--- src/rtl/touch_stroke_rasterizer.sv ---
// touch_stroke_rasterizer
// Turns consecutive pen-down touch samples into Bresenham line segments and
// streams one VRAM pixel write per active cycle. Also owns the full-screen
// clear after reset and on request. All VRAM outputs are registered.
module touch_stroke_rasterizer #(
  parameter int                DISPLAY_WIDTH  = 240,
  parameter int                DISPLAY_HEIGHT = 320,
  parameter int                VRAM_L         = DISPLAY_WIDTH * DISPLAY_HEIGHT,
  parameter int                VRAM_W         = 16,
  parameter logic [VRAM_W-1:0] BACKGROUND     = '0
) (
  input  logic                              clk,
  input  logic                              rst,
  input  logic                              touch_valid,
  input  logic [$clog2(DISPLAY_WIDTH)-1:0]  touch_x,
  input  logic [$clog2(DISPLAY_HEIGHT)-1:0] touch_y,
  input  logic [VRAM_W-1:0]                 draw_color,
  input  logic                              clear_req,
  output logic                              vram_wr_ena,
  output logic [$clog2(VRAM_L)-1:0]         vram_wr_addr,
  output logic [VRAM_W-1:0]                 vram_wr_data,
  output logic                              busy
);

  localparam int XW = $clog2(DISPLAY_WIDTH);
  localparam int YW = $clog2(DISPLAY_HEIGHT);
  localparam int AW = $clog2(VRAM_L);
  // Signed working width for deltas and error term; two guard bits keep
  // dx + dy and the accumulated error from wrapping.
  localparam int DW = ((XW > YW) ? XW : YW) + 2;

  localparam logic [XW:0]   X_LIM   = (XW + 1)'(DISPLAY_WIDTH);
  localparam logic [YW:0]   Y_LIM   = (YW + 1)'(DISPLAY_HEIGHT);
  localparam logic [AW-1:0] CLR_TOP = AW'(VRAM_L - 1);
  localparam logic [31:0]   WIDTH_U = DISPLAY_WIDTH;

  typedef enum logic [1:0] {S_CLEAR, S_IDLE, S_SETUP, S_DRAW} state_t;

  state_t                  state_reg, state_next;
  logic [AW-1:0]           clr_cnt_reg, clr_cnt_next;
  logic                    pen_down_reg, pen_down_next;
  logic                    pending_clear_reg, pending_clear_next;
  // (x_reg, y_reg) is the current pixel; (x1_reg, y1_reg) the segment end,
  // which doubles as the last endpoint once the segment is finished.
  logic [XW-1:0]           x_reg, x_next, x1_reg, x1_next;
  logic [YW-1:0]           y_reg, y_next, y1_reg, y1_next;
  logic [VRAM_W-1:0]       color_reg, color_next;
  logic signed [DW-1:0]    dx_reg, dx_next, dy_reg, dy_next, err_reg, err_next;
  logic                    sx_neg_reg, sx_neg_next, sy_neg_reg, sy_neg_next;
  logic                    wr_ena_reg, wr_ena_next;
  logic [AW-1:0]           wr_addr_reg, wr_addr_next;
  logic [VRAM_W-1:0]       wr_data_reg, wr_data_next;

  logic signed [DW-1:0]    x0_s, x1_s, y0_s, y1_s, adx, ady;
  logic signed [DW:0]      e2, dx_w, dy_w;
  logic [31:0]             pix_lin;
  logic                    touch_in_range, touch_is_last;

  assign x0_s = signed'(DW'(x_reg));
  assign x1_s = signed'(DW'(x1_reg));
  assign y0_s = signed'(DW'(y_reg));
  assign y1_s = signed'(DW'(y1_reg));
  assign e2   = {err_reg, 1'b0};
  assign dx_w = (DW + 1)'(dx_reg);
  assign dy_w = (DW + 1)'(dy_reg);

  // Linear address of the current pixel; the multiply is by a constant.
  assign pix_lin = 32'(y_reg) * WIDTH_U + 32'(x_reg);

  assign touch_in_range = ({1'b0, touch_x} < X_LIM) && ({1'b0, touch_y} < Y_LIM);
  assign touch_is_last  = pen_down_reg && (touch_x == x1_reg) && (touch_y == y1_reg);

  assign busy         = (state_reg != S_IDLE);
  assign vram_wr_ena  = wr_ena_reg;
  assign vram_wr_addr = wr_addr_reg;
  assign vram_wr_data = wr_data_reg;

  // Next-state, datapath and write-port logic for the clear/idle/setup/draw FSM.
  always_comb begin
    state_next         = state_reg;
    clr_cnt_next       = clr_cnt_reg;
    pen_down_next      = pen_down_reg;
    pending_clear_next = pending_clear_reg | (clear_req & (state_reg != S_IDLE));
    x_next             = x_reg;
    y_next             = y_reg;
    x1_next            = x1_reg;
    y1_next            = y1_reg;
    color_next         = color_reg;
    dx_next            = dx_reg;
    dy_next            = dy_reg;
    err_next           = err_reg;
    sx_neg_next        = sx_neg_reg;
    sy_neg_next        = sy_neg_reg;
    wr_ena_next        = 1'b0;
    wr_addr_next       = wr_addr_reg;
    wr_data_next       = wr_data_reg;
    adx                = (x1_s > x0_s) ? (x1_s - x0_s) : (x0_s - x1_s);
    ady                = (y1_s > y0_s) ? (y1_s - y0_s) : (y0_s - y1_s);

    case (state_reg)
      S_CLEAR: begin
        wr_ena_next  = 1'b1;
        wr_addr_next = clr_cnt_reg;
        wr_data_next = BACKGROUND;
        if (clr_cnt_reg == '0) begin
          state_next    = S_IDLE;
          pen_down_next = 1'b0;
          clr_cnt_next  = CLR_TOP;
        end else begin
          clr_cnt_next = clr_cnt_reg - AW'(1);
        end
      end

      S_IDLE: begin
        if (pending_clear_reg || clear_req) begin
          state_next         = S_CLEAR;
          pending_clear_next = 1'b0;
        end else if (!touch_valid) begin
          pen_down_next = 1'b0;
        end else if (touch_in_range && !touch_is_last) begin
          x1_next    = touch_x;
          y1_next    = touch_y;
          color_next = draw_color;
          // A fresh pen-down starts a single-pixel segment at the new point.
          x_next     = pen_down_reg ? x1_reg : touch_x;
          y_next     = pen_down_reg ? y1_reg : touch_y;
          state_next = S_SETUP;
        end
      end

      S_SETUP: begin
        dx_next     = adx;
        dy_next     = -ady;
        err_next    = adx - ady;
        sx_neg_next = !(x0_s < x1_s);
        sy_neg_next = !(y0_s < y1_s);
        state_next  = S_DRAW;
      end

      S_DRAW: begin
        wr_ena_next  = 1'b1;
        wr_addr_next = AW'(pix_lin);
        wr_data_next = color_reg;
        if ((x_reg == x1_reg) && (y_reg == y1_reg)) begin
          pen_down_next = 1'b1;
          state_next    = S_IDLE;
        end else begin
          if (e2 >= dy_w) begin
            err_next = err_next + dy_reg;
            x_next   = sx_neg_reg ? (x_reg - XW'(1)) : (x_reg + XW'(1));
          end
          if (e2 <= dx_w) begin
            err_next = err_next + dx_reg;
            y_next   = sy_neg_reg ? (y_reg - YW'(1)) : (y_reg + YW'(1));
          end
        end
      end

      default: state_next = S_CLEAR;
    endcase
  end

  // State and output registers; reset restarts the full clear from the top.
  always_ff @(posedge clk) begin
    if (rst) begin
      state_reg         <= S_CLEAR;
      clr_cnt_reg       <= CLR_TOP;
      pen_down_reg      <= 1'b0;
      pending_clear_reg <= 1'b0;
      x_reg             <= '0;
      y_reg             <= '0;
      x1_reg            <= '0;
      y1_reg            <= '0;
      color_reg         <= '0;
      dx_reg            <= '0;
      dy_reg            <= '0;
      err_reg           <= '0;
      sx_neg_reg        <= 1'b0;
      sy_neg_reg        <= 1'b0;
      wr_ena_reg        <= 1'b0;
      wr_addr_reg       <= '0;
      wr_data_reg       <= '0;
    end else begin
      state_reg         <= state_next;
      clr_cnt_reg       <= clr_cnt_next;
      pen_down_reg      <= pen_down_next;
      pending_clear_reg <= pending_clear_next;
      x_reg             <= x_next;
      y_reg             <= y_next;
      x1_reg            <= x1_next;
      y1_reg            <= y1_next;
      color_reg         <= color_next;
      dx_reg            <= dx_next;
      dy_reg            <= dy_next;
      err_reg           <= err_next;
      sx_neg_reg        <= sx_neg_next;
      sy_neg_reg        <= sy_neg_next;
      wr_ena_reg        <= wr_ena_next;
      wr_addr_reg       <= wr_addr_next;
      wr_data_reg       <= wr_data_next;
    end
  end

endmodule

--- config.mk ---
export PLATFORM = sky130hd
export DESIGN_NAME = touch_stroke_rasterizer
export DESIGN_NICKNAME = d
export VERILOG_FILES = /design/src/rtl/touch_stroke_rasterizer.sv
export SDC_FILE = /design/constraint.sdc
export NUM_CORES = 1
export LEC_CHECK = 0
export CAP_MARGIN = 40
export CORE_UTILIZATION = 30
export CTS_CLUSTER_DIAMETER = 120
export CTS_CLUSTER_SIZE = 8
export DETAILED_ROUTE_END_ITERATION = 8
export SYNTH_ARGS = -nofsm -noshare
export SYNTH_HDL_FRONTEND = slang
export SYNTH_SLANG_ARGS = --single-unit
--- constraint.sdc ---
create_clock -name clk -period 5.8 [get_ports clk]
set_input_delay 1.16 -clock clk [delete_from_list [all_inputs] [get_ports clk]]
set_output_delay 1.16 -clock clk [all_outputs]
set_load 0.01 [all_outputs]
-- Word-level counts from Yosys, hierarchy flattened
Index checks and enable logic that the tools add are counted.
Widths: inputs -> output; s select.
- word-level logic and storage cells: 125
- bits in registers: 140
- bits of input ports: 37
- output and inout port bits: 35
- reductions and logical operators: 22
- equal/unequal tests: 19
- add/subtract/negate cells: 14
- $mul: 1
- $lt $le $gt $ge: 8
- bitwise operators: 3
- muxes and demuxes: 41
- operator list (kind ; number):
    $mux 11 ; 7
    $mux 9 ; 7
    $mux 8 ; 7
    $pmux 17 s2 ; 1
    $pmux 16 s2 ; 1
    $add 11x11->11 ; 2
    $pmux 11 s2 ; 1
    $sub 9x9->10 ; 2
    $eq 9x9->1 ; 2
    $ne 2x2->1 const B ; 9
    $pmux 9 s2 ; 1
    $sub 8x8->9 ; 2
    $add 17x8->17 ; 1
    $logic_not 17->1 ; 1
    $mux 17 ; 1
    $sub 17x1->17 const B ; 1
    $eq 8x8->1 ; 2
    $pmux 8 s2 ; 1
    $mul 9x4->13 const B ; 1
    $ge 12x11->1 ; 1
    $le 12x11->1 ; 1
    $reduce_and 6->1 ; 2
    $neg 11->11 ; 1
    $sub 11x11->11 ; 1
    31 further kinds ; 52

-- Logic depth before layout (Yosys ltp)
Gate-level depths: netlist (run 1).
- depth in word-level cells: 9
- gate-level depth with buffers: 20
- gate-level depth less buffers: 20

-- Worst setup path after synthesis (run 1)
No wires, ideal clock.
- path kind: register to register
- start point: reg dy_reg[1]
- end point: reg err_reg[10]
- stages on the path, launching flop included: 20
- buffers on the path: 1
- arrival time: 4.081 ns
- period minus slack after synthesis: 4.219 ns
- path slack: 1.581 ns
- cell sequence: dfxtp_1 inv_1 ha_1 nor2b_1 o21a_1 o21ai_0 a211oi_1 o221a_2 clkbuf_1 mux2_2 ha_1 fa_1 a21o_1 a21oi_1 o21ai_0 o211ai_1 a21boi_0 o311ai_0 xnor2_1 o32ai_1
- longest elaborated chain between the ends: 8
- elaborated cells on any way between the ends: 9
- those cells by class: 2 x add/sub; 1 x order compare; 6 x mux
- RTL lines (item ; line ; RTL):
    from (decl) ; 48 ; logic signed [DW-1:0] dx_reg, dx_next, dy_reg, dy_next, err_reg, err_next;
    from (signal assigned) ; 194 ; dy_reg <= dy_next;
    $add 11x11->11 or $ge 12x11->1 (tied branches) ; 149, 148 ;
    $mux 11 * ; 148 ; if (e2 >= dy_w) begin
    $mux 11 * ; 144 ; if ((x_reg == x1_reg) && (y_reg == y1_reg)) begin
    $mux 11 * ; 100 ; case (state_reg)
    $add 11x11->11 ; 153 ; err_next = err_next + dx_reg;
    $mux 11 * ; 152 ; if (e2 <= dx_w) begin
    $mux 11 * ; 144 ;
    $pmux 11 s2 * ; 100 ;
    to (signal assigned) ; 195 ; err_reg <= err_next;
    to (decl) ; 48 ;
Every way passes the cells marked *; elsewhere a longest branch is shown, timed or not. The select of a mux whose other input is x is not followed.
A chain may end at the register's enable or synchronous reset.

-- Worst setup path in the final report (run 1)
- start point: reg x_reg[5]
- end point: reg err_reg[9]
- longest elaborated chain between the ends: 4
- elaborated cells on any way between the ends: 10
- those cells by class: 3 x add/sub; 1 x order compare; 2 x eq/ne; 2 x mux; 2 x reduce/logical
- RTL lines (item ; line ; RTL):
    from (decl) ; 45 ; logic [XW-1:0] x_reg, x_next, x1_reg, x1_next;
    from (signal assigned) ; 188 ; x_reg <= x_next;
    $sub 8x8->9 or $gt 8x8->1 (tied branches) ; 97 ; adx = (x1_s > x0_s) ? (x1_s - x0_s) : (x0_s - x1_s);
    $mux 11 * ; 97 ;
    via adx[6] ; 54 ; logic signed [DW-1:0] x0_s, x1_s, y0_s, y1_s, adx, ady;
    $sub 11x11->11 * ; 134 ; err_next = adx - ady;
    $pmux 11 s2 * ; 100 ;
The timed path passes the listed nets; every way through them passes the cells marked *.

==> results.json, run 1 <==
{
  "areaGrowthSynthToFinish_pct": 15.8,
  "fin_skew_ps": 20.3,
  "crit_arrival_ps": 5190,
  "multi_input_comb_area_sq_um": 7700,
  "number_of_top_level_design_ports": 72,
  "max_cap_violations": 0,
  "post_placement_worst_setup_slack_ps": 1080,
  "post_synth_inst_count": 1301,
  "cts_buf_count": 17,
  "final_antenna_net_count": 0,
  "core_area_sq_um": 36400,
  "timing.critical_path.cells": "inv_1 > ha_1 > nand3_1 > nor3_1 > or2_2 > o31a_1 > mux2i_1 > o21ai_0 > a311oi_1 > xnor2_1 > ha_1 > a21oi_1 > a21oi_1 > nand3_1 > a21oi_1 > o21ai_0 > a311oi_1",
  "ctsResizeCount": 0,
  "numPortBuffers": 71,
  "htree_num_levels": 4,
  "hold_ws_ps": 477,
  "drt_pre_antenna_iters": 5,
  "worst_path_largest_cell_delay_ps": 530,
  "routed_via_density": 5.15,
  "post-cts-setup-buffers": 0,
  "postSynthNetCount": 1490,
  "row_count": 70,
  "tightest_hold_check_type": "reg2reg",
  "wl_per_cell_um": 17.0,
  "num_vias": 9460,
  "start_util_pct": 30.4,
  "p_per_area_nw_per_um2": 166,
  "grt_max_degree": 51,
  "synth_flop_cell": "sky130_fd_sc_hd__dfxtp_1",
  "startpoint_type": "flip-flop",
  "cts_num_sinks": 138,
  "finalWorstSetupSlack_ps": 951,
  "tritoncts": "done",
  "dp_hpwl_um": 23500,
  "ff_latch_area_sq_um": 2760,
  "ys_types": 81,
  "setup_repair_after_global_routing_missed_its_margin": "no",
  "setup_viol_count_final": 0,
  "timing.critical_path.slowest_stage_cell": "sky130_fd_sc_hd__a311oi_1",
  "clkLatencyLatePin_ps": 440,
  "dieWidth_um": 194,
  "timing_max_transition_violations_final": 0,
  "most-common-layout-cells": "sky130_fd_sc_hd__dfxtp_1, sky130_fd_sc_hd__nor2_1, sky130_fd_sc_hd__ha_1, sky130_fd_sc_hd__inv_1, sky130_fd_sc_hd__a21oi_1",
  "worst-slew-pin-transition_ps": 890,
  "totalNegativeSetupSlack_ps": 0,
  "layout-drive-gt1-share_pct": 6.43,
  "critical_path_class": "reg2reg",
  "grt-ovfl-total": 0,
  "synth.avg_cell_area_sq_um": 8.51,
  "gr-usage-all-layers_pct": 16.6,
  "synth-seq-cells": 138,
  "cts-hold-fix-buffers": 0,
  "clkTransAtPathRegs_ps": 70,
  "die-height_um": 194,
  "ir_drop_v": 0.000177,
  "critical_path_fanout_max": 11,
  "slew_headroom_pct": 40.4,
  "final_clock_period_utilization_by_the_worst_path_pct": 83.6,
  "layout_commonest_cell": "sky130_fd_sc_hd__dfxtp_1",
  "critical_path_required_ps": 6140,
  "stdcell_count": 1836,
  "async_s_r_ff_share_synth_pct": 0,
  "most_used_cell_along_the_critical_path": "sky130_fd_sc_hd__a21oi_1",
  "drc": 0,
  "ys.warnings.count": 0,
  "filler_cell_count": 3771,
  "place_congestion": 0.889,
  "grt_antenna_before_repair": 0,
  "wirelength_um": 31200,
  "final_hold_viol_count": 0,
  "netlist_area_sq_um": 11100,
  "period_minus_slack_ps": 4850,
  "post_synthesis_sequential_area_ratio_pct": 24.9,
  "die_area_sq_um": 37700,
  "critical_path.endpoint_type": "flip-flop",
  "dr.first_iter.drc_count": 630,
  "antenna_cells_inserted": 0,
  "number_of_synthesized_flops_with_an_enable_pin": 0,
  "clockBufferDepth": 2,
  "clock-root-buffer": "sky130_fd_sc_hd__clkbuf_16",
  "number_of_global_route_vias_before_repair": 9397,
  "cell_count_after_placement": 1804,
  "fmaxAchievable_ghz": 0.206,
  "outcome": "finished clean",
  "global_route_wire_length_before_repair_um": 50400,
  "static-leakage-power_nw": 5.32,
  "layout.nets": 1544
}
-- Yosys cell counts (all sizes together), types with 8 or more instances --
cell type / n / share of area (%)
xnor2: 59 / 4.8
and2: 8 / 0.46
a31oi: 8 / 0.45
nor3: 26 / 1.2
a21boi: 8 / 0.54
nand4: 13 / 0.73
o21ai: 53 / 2.5
xor2: 40 / 3.2
a21o: 28 / 1.9
a21oi: 90 / 4.1
a211o: 15 / 1.2
ha: 127 / 14
inv: 111 / 3.8
a211oi: 33 / 2.2
or3: 10 / 0.56
nand2: 71 / 2.5
nor2: 129 / 4.4
mux2: 14 / 1.5
fa: 25 / 4.5
nand3: 23 / 1.2
mux2i: 67 / 6.1
a22o: 18 / 1.4
o211ai: 9 / 0.61
nor2b: 29 / 1.6
clkbuf: 39 / 1.3
dfxtp: 138 / 25
buf: 9 / 0.54
-- cells by family (layout without fill, tap and decap cells) --
group / after synthesis / after routing / share of synthesized area, %
compound gates: 319 / 319 / 19.5
xor+xnor: 99 / 99 / 8.00
fa+ha+maj: 152 / 152 / 18.9
buf+inv: 161 / 228 / 5.69
flops: 138 / 138 / 24.9
mux: 81 / 81 / 7.51
simple gates: 351 / 351 / 15.5
-- worst max-delay path: cells and delay by family (launching register included) --
kind,cells,cell delay (ps)
AO/OA/AOI/OAI,8,2050
AND/OR/NAND/NOR,4,970
adder cells (fa/ha/maj),2,730
flip-flops,1,460
multiplexers,1,320
XOR/XNOR,1,170
buffers and inverters,1,70
-- routing by layer --
layer	vias up	track usage, %	routed length (um)
li1	4706	-	-
met1	4466	21.8	14800
met2	236	27.1	14100
met3	52	2.99	1330
met4	0	6.06	922
met5	-	0	0
-- area by class of cell --
| class | count | area share [%] |
|---|---|---|
| flip-flops and latches | 138 | 21.5 |
| clock inverters | 14 | 1.00 |
| inverters | 113 | 3.31 |
| well taps | 468 | 4.57 |
| clock buffers | 18 | 3.35 |
| multi-input cells | 1002 | 60.0 |
| repair buffers | 83 | 6.22 |
-- stage by stage --
step | power (mW) | util (%) | cell area [sq um]
global placement | 1.08 | 33.7 | 12300
detailed placement | 1.08 | 33.7 | 12300
floorplan | 1.02 | - | 11100
finish | 2.12 | 35.2 | 12800
global route | 2.19 | 35.2 | 12800
CTS | 2.15 | 35.2 | 12800
-- where the power goes --
group | leakage (nW) | internal (mW) | total, mW | switching, mW
sequential | 1.12 | 0.955 | 0.961 | 0.00553
clock | 0.266 | 0.567 | 1.07 | 0.501
combinational | 3.94 | 0.0470 | 0.0949 | 0.0479
-- path summary, 6_finish.rpt --
check | from | to | slack (ps) | depth (start not counted)
min | color_reg[3] | vram_wr_data[3] | 480 | 1
max | x_reg[5] | err_reg[9] | 950 | 17
min reg2reg | color_reg[3] | vram_wr_data[3] | 480 | 1
max reg2reg | x_reg[5] | err_reg[9] | 950 | 17
Power figures use the tool's default switching activity.
==> run 2, diff against run 1 <==
Clock period 5.8 ns to 4.45 ns, I/O delays scaled along.
==> run 2 against run 1 <==
Against the previous run:
- wire length is 1.0% lower
- clock-buffer cell count unchanged
- global-route usage fell by 0.13 points
- final cell count grew 2.6%
- design area up 3.1%
- combinational power increased by 30%
- setup slack worse by 700 ps
- clock skew is 5.2 ps lower
- sequential power is 30% higher
- sequential share of layout area shrank 0.62 points
- power increased by 30%
- largest cell class unchanged
==> results.json, run 2 (same netlist as run 1, synthesis figures left out) <==
{
  "clock-root-buffer": "sky130_fd_sc_hd__clkbuf_16",
  "worst_path_dominant_cell_family": "compound AO/OA/AOI/OAI gates",
  "hold_ws_ps": 473,
  "number_of_top_level_design_ports": 72,
  "layout.cell_area.non_filler_sq_um": 13200,
  "critical_path_required_ps": 4790,
  "tightest_hold_check_type": "reg2reg",
  "wl_met1_um": 14600,
  "fin_skew_ps": 15.2,
  "period_minus_slack_ps": 4200,
  "r2r.worst_path.cells": 18,
  "areaGrowthSynthToFinish_pct": 19.3,
  "num_vias": 9556,
  "numPortBuffers": 71,
  "ir_drop_v": 0.000235,
  "dieWidth_um": 194,
  "most-common-layout-cells": "sky130_fd_sc_hd__dfxtp_1, sky130_fd_sc_hd__nor2_1, sky130_fd_sc_hd__ha_1, sky130_fd_sc_hd__inv_1, sky130_fd_sc_hd__a21oi_1",
  "die-height_um": 194,
  "slew_headroom_pct": 46.3,
  "dr.first_iter.drc_count": 504,
  "tritoncts": "done",
  "wl_per_cell_um": 16.4,
  "setup.reg_to_reg.worst_slack_ps": 250,
  "critical_path_class": "reg2reg",
  "ff_latch_area_sq_um": 2770,
  "max_cap_violations": 0,
  "critical_path.endpoint_type": "flip-flop",
  "static-leakage-power_nw": 5.56,
  "global_route_wire_length_before_repair_um": 50100,
  "clockBufferDepth": 2,
  "layout_commonest_cell": "sky130_fd_sc_hd__dfxtp_1",
  "wirelength_um": 30800,
  "drc": 0,
  "worst_path_depth": 18,
  "number_of_global_route_vias_before_repair": 9369,
  "layout.nets": 1592,
  "clkLatencyLatePin_ps": 440,
  "post-layout-total-power_mw": 2.76,
  "timing.critical_path.slowest_stage_cell": "sky130_fd_sc_hd__mux2_2",
  "wl_met3_um": 1310,
  "crit_arrival_ps": 4540,
  "p_per_area_nw_per_um2": 209,
  "grt-ovfl-total": 0,
  "antenna_cells_inserted": 0,
  "reg2reg_from": "dy_reg[1]",
  "grt_antenna_before_repair": 2,
  "min_path_cells": 1,
  "gr-usage-all-layers_pct": 16.5,
  "most_used_cell_along_the_critical_path": "sky130_fd_sc_hd__o21ai_0",
  "detailroute.wirelength.met2_um": 14200,
  "worst_setup_path_startpoint": "dy_reg[1]",
  "die_area_sq_um": 37700,
  "endpoint": "err_reg[9]",
  "final_antenna_net_count": 0,
  "cts_num_sinks": 138,
  "clkTransAtPathRegs_ps": 70,
  "cts_buf_count": 17,
  "fmaxAchievable_ghz": 0.238,
  "critical_path_fanout_max": 12,
  "setup_viol_count_final": 0,
  "finalWorstSetupSlack_ps": 251,
  "start_util_pct": 30.4,
  "placedInstanceArea_sq_um": 12600,
  "post_placement_worst_setup_slack_ps": 66.3,
  "routed_via_density": 5.07,
  "startpoint_type": "flip-flop",
  "dp_hpwl_um": 23700,
  "final_clock_period_utilization_by_the_worst_path_pct": 94.4,
  "timing.critical_path.cells": "inv_1 > ha_1 > nor2b_1 > o21a_1 > o21ai_0 > a211oi_1 > o221a_2 > buf_4 > mux2_2 > ha_1 > nor2b_1 > o21a_1 > o21ai_0 > a21oi_1 > o21ai_0 > a31oi_1 > a311o_1 > a311oi_1",
  "row_count": 70,
  "grt_max_degree": 70,
  "dr.max_layer_used": "met5",
  "timing_max_transition_violations_final": 0,
  "layout-drive-gt1-share_pct": 10.3,
  "worst_path_largest_cell_delay_ps": 390,
  "filler_cell_count": 3751,
  "critical_path.reg2reg.endpoint": "err_reg[9]",
  "multi_input_comb_area_sq_um": 7720,
  "worstPathBufferInverterCount": 2,
  "final_hold_viol_count": 0,
  "place_congestion": 0.892,
  "htree_num_levels": 4,
  "drt_pre_antenna_iters": 5,
  "worst-slew-pin-transition_ps": 794,
  "outcome": "finished clean",
  "core_area_sq_um": 36400,
  "postLayoutCoreUtil_pct": 36.3
}
run 2: cell count changes in the layout (fill, tap and decap cells not counted), moves of 2 or more:
cell                       delta
sky130_fd_sc_hd__dfxtp_2      +2
sky130_fd_sc_hd__dfxtp_1      -2
sky130_fd_sc_hd__a21boi_1     +2
sky130_fd_sc_hd__inv_6        +4
sky130_fd_sc_hd__buf_4       +47
sky130_fd_sc_hd__o21ai_1      +4
sky130_fd_sc_hd__inv_8        -3
sky130_fd_sc_hd__o21ai_0      -4
sky130_fd_sc_hd__a21boi_0     -2
run 2: worst min path at each step:
stage / from / end
2_1_floorplan: color_reg[0] / vram_wr_data[0]
3_3_place_gp: color_reg[8] / vram_wr_data[8]
3_5_place_dp: vram_wr_data[14] / vram_wr_data[14]
4_1_cts: color_reg[12] / vram_wr_data[12]
5_1_grt: color_reg[5] / vram_wr_data[5]
6_report: color_reg[12] / vram_wr_data[12]
run 2: cell type report:
| type | instances | area share, % |
|---|---|---|
| Clock buffer | 18 | 3.32 |
| Sequential cell | 138 | 20.9 |
| Timing Repair Buffer | 131 | 8.82 |
| Tap cell | 468 | 4.43 |
| Clock inverter | 14 | 0.918 |
| Inverter | 113 | 3.21 |
| Multi-Input combinational cell | 1002 | 58.4 |
run 2: worst reg2reg max path, cell delays in order (launching register included):
cell	delay, ps
sky130_fd_sc_hd__dfxtp_1	360
sky130_fd_sc_hd__inv_1	90
sky130_fd_sc_hd__ha_1	270
sky130_fd_sc_hd__nor2b_1	130
sky130_fd_sc_hd__o21a_1	110
sky130_fd_sc_hd__o21ai_0	70
sky130_fd_sc_hd__a211oi_1	230
sky130_fd_sc_hd__o221a_2	240
sky130_fd_sc_hd__buf_4	210
sky130_fd_sc_hd__mux2_2	400
sky130_fd_sc_hd__ha_1	320
sky130_fd_sc_hd__nor2b_1	160
sky130_fd_sc_hd__o21a_1	170
sky130_fd_sc_hd__o21ai_0	250
sky130_fd_sc_hd__a21oi_1	180
sky130_fd_sc_hd__o21ai_0	190
sky130_fd_sc_hd__a31oi_1	130
sky130_fd_sc_hd__a311o_1	370
sky130_fd_sc_hd__a311oi_1	250
run 2: timing repair:
action,4_1_cts,5_1_grt
buffers inserted,0,2
resized for setup,0,16
setup endpoints to repair,0,6
hold buffers,0,0
run 2: through the flow:
step           cells  setup TNS, ps
3_5_place_dp    1850              0
4_1_cts         1882              0
6_report        1884              0
5_1_grt         1884          -16.3
3_3_place_gp    1849              0
2_1_floorplan   1301              0
run 2: where the power goes:
group          internal, mW  leakage, nW  switching [mW]
logic                0.0613         4.17          0.0613
clock network         0.748        0.268           0.636
registers              1.25         1.12         0.00756
run 2: layer usage:
metal / track usage (%) / vias to the layer above
met2: 27.1 / 212
li1: - / 4807
met4: 5.38 / 4
met1: 21.6 / 4485
met5: 0 / -
met3: 3.13 / 48
==> run 3, diff against run 2 <==
Clock period 4.45 ns to 3.73 ns, I/O delays scaled along.
==> run 3 against run 2 <==
Against the previous run:
- the flow now finishes with violations (setup timing)
- global-route usage rose by 0.73 points
- clock-buffer cell count did not move
- die area did not move
- clock skew fell by 1.2 ps
- worst hold slack improved by 7.7 ps
- final cell count rose by 6.8%
- critical path depth rose by 1
- combinational power rose by 22%
- first-iteration DRC count fell by 10%
- non-clock buffer count rose by 129
- sequential power rose by 19%
- sequential share of layout area fell by 2.2 points
==> results.json, run 3 (same netlist as run 1, synthesis figures left out) <==
{
  "cts_num_sinks": 138,
  "post_placement_worst_setup_slack_ps": -135,
  "dieWidth_um": 194,
  "critical_path_required_ps": 4060,
  "drt_pre_antenna_iters": 5,
  "worstPathBufferInverterCount": 4,
  "static-leakage-power_nw": 6.33,
  "setup_viol_count_final": 1,
  "failed_checks": "setup timing",
  "die-height_um": 194,
  "filler_cell_count": 3643,
  "seq_power_share_pct": 44.0,
  "most-common-layout-cells": "sky130_fd_sc_hd__buf_4, sky130_fd_sc_hd__nor2_1, sky130_fd_sc_hd__dfxtp_1, sky130_fd_sc_hd__ha_1, sky130_fd_sc_hd__inv_1",
  "num_vias": 10053,
  "worst_setup_path_startpoint": "x1_reg[1]",
  "clkLatencyLatePin_ps": 440,
  "min_from": "color_reg[4]",
  "clockBufferDepth": 2,
  "core_area_sq_um": 36400,
  "totalNegativeSetupSlack_ps": -40.3,
  "global_route_wire_length_before_repair_um": 52100,
  "power.switching_fraction_pct": 25.7,
  "wirelength_um": 32800,
  "min_path_cells": 1,
  "row_count": 70,
  "numPortBuffers": 71,
  "tritoncts": "done",
  "layout_commonest_cell": "sky130_fd_sc_hd__buf_4",
  "timing.critical_path.slowest_stage_cell": "sky130_fd_sc_hd__dfxtp_1",
  "fin_skew_ps": 14.0,
  "placedInstanceArea_sq_um": 13600,
  "wl_per_cell_um": 16.3,
  "layout.nets": 1721,
  "dr.first_iter.drc_count": 452,
  "die_area_sq_um": 37700,
  "drc": 0,
  "number_of_top_level_design_ports": 72,
  "p_per_area_nw_per_um2": 229,
  "place_congestion": 0.945,
  "reg2reg_from": "x1_reg[1]",
  "gr-usage-all-layers_pct": 17.2,
  "critical_path_class": "reg2reg",
  "worst_path_largest_cell_delay_ps": 330,
  "number_of_global_route_vias_before_repair": 10001,
  "startpoint_type": "flip-flop",
  "grt-ovfl-total": 0,
  "setup.reg_to_reg.worst_slack_ps": -40,
  "areaGrowthSynthToFinish_pct": 33.8,
  "worst-slew-pin-transition_ps": 892,
  "fmaxAchievable_ghz": 0.265,
  "tightest_hold_check_type": "reg2reg",
  "max_cap_violations": 0,
  "worst_path_dominant_cell_family": "compound AO/OA/AOI/OAI gates",
  "cts-hold-fix-buffers": 0,
  "final_antenna_net_count": 0,
  "timing.hold.worst_endpoint": "vram_wr_data[4]",
  "r2r.worst_path.cells": 19,
  "setup_repair_after_global_routing_missed_its_margin": "yes",
  "outcome": "finished, violations left",
  "critical_path.endpoint_type": "flip-flop",
  "clock-root-buffer": "sky130_fd_sc_hd__clkbuf_16",
  "grt_max_degree": 55,
  "critical_path_fanout_max": 5,
  "layout.cell_area.non_filler_sq_um": 14800,
  "routed_via_density": 4.99,
  "intPower_mw": 2.52,
  "cts_buf_count": 17,
  "power.share.clock_pct": 51.6,
  "htree_num_levels": 4,
  "timing.critical_path.cells": "inv_1 > ha_1 > a21o_1 > a311oi_2 > o31a_1 > buf_6 > buf_6 > nand3_1 > a21boi_0 > buf_4 > a21oi_4 > o21ai_1 > xor2_1 > ha_1 > a21o_1 > a31o_4 > a21oi_2 > a31oi_1 > o32ai_1",
  "start_util_pct": 30.4,
  "power_switching_uw": 873,
  "timing_max_transition_violations_final": 0,
  "grt_antenna_before_repair": 3,
  "clkTransAtPathRegs_ps": 70,
  "critical_path.reg2reg.endpoint": "err_reg[10]",
  "final_hold_viol_count": 0,
  "slew_headroom_pct": 40.5,
  "final_clock_period_utilization_by_the_worst_path_pct": 101,
  "antenna_cells_inserted": 0,
  "ir_drop_v": 0.000292,
  "power.share.combinational_pct": 4.4,
  "layout-drive-gt1-share_pct": 23.9,
  "worst_path_depth": 19,
  "period_minus_slack_ps": 3770,
  "dp_hpwl_um": 24700,
  "crit_arrival_ps": 4100,
  "finalWorstSetupSlack_ps": -40.3
}
[run 3: cell types whose count changed in the layout (fill, tap and decap cells not counted), sizes merged]
| cell | previous run | this run |
|---|---|---|
| buf | 61 | 190 |
| bufinv | 0 | 1 |
| clkinv | 3 | 4 |
| inv | 121 | 119 |
[run 3: how the worst max path moves through the flow]
stage	end
floorplan	err_reg[10]
global placement	err_reg[10]
detailed placement	err_reg[10]
CTS	err_reg[10]
global route	err_reg[10]
finish	err_reg[10]
[run 3: layer usage]
metal,track usage [%],part of all wire (%),vias up
met2,27.9,46,217
met1,22.9,47,4720
met3,3.57,4.5,49
li1,-,-,5061
met4,5.03,2.1,6
met5,0,0.14,-
[run 3: metrics by stage]
step	utilization, %	total power, mW	std cells	hold WS, ps
finish	40.7	3.40	2013	480
global route	40.7	3.51	2013	492
CTS	39.3	3.43	1998	478
detailed placement	37.2	1.68	1959	455
global placement	37.2	1.68	1959	454
floorplan	-	1.59	1301	449
[run 3: area by class of cell]
class	count	area, sq um	area share, %
Inverter	113	428	2.89
Clock buffer	18	439	2.96
Sequential cell	138	2780	18.8
Clock inverter	14	149	1.00
Multi-Input combinational cell	1002	8270	55.8
Tap cell	468	586	3.95
Timing Repair Buffer	260	2170	14.6
[run 3: power by group through the flow]
| stage | clock (mW) | sequential, mW | combinational (mW) |
|---|---|---|---|
| 2_1_floorplan | 0 | 1.53 | 0.0569 |
| 3_5_place_dp | 0 | 1.53 | 0.149 |
| 6_report | 1.75 | 1.49 | 0.150 |
| 5_1_grt | 1.85 | 1.49 | 0.161 |
| 4_1_cts | 1.79 | 1.49 | 0.151 |
| 3_3_place_gp | 0 | 1.53 | 0.148 |
[run 3: what timing repair did]
action | CTS | global route
gates resized for setup | 26 | 86
setup endpoints to repair | 7 | 12
pin swaps | 25 | 55
buffers inserted | 7 | 15
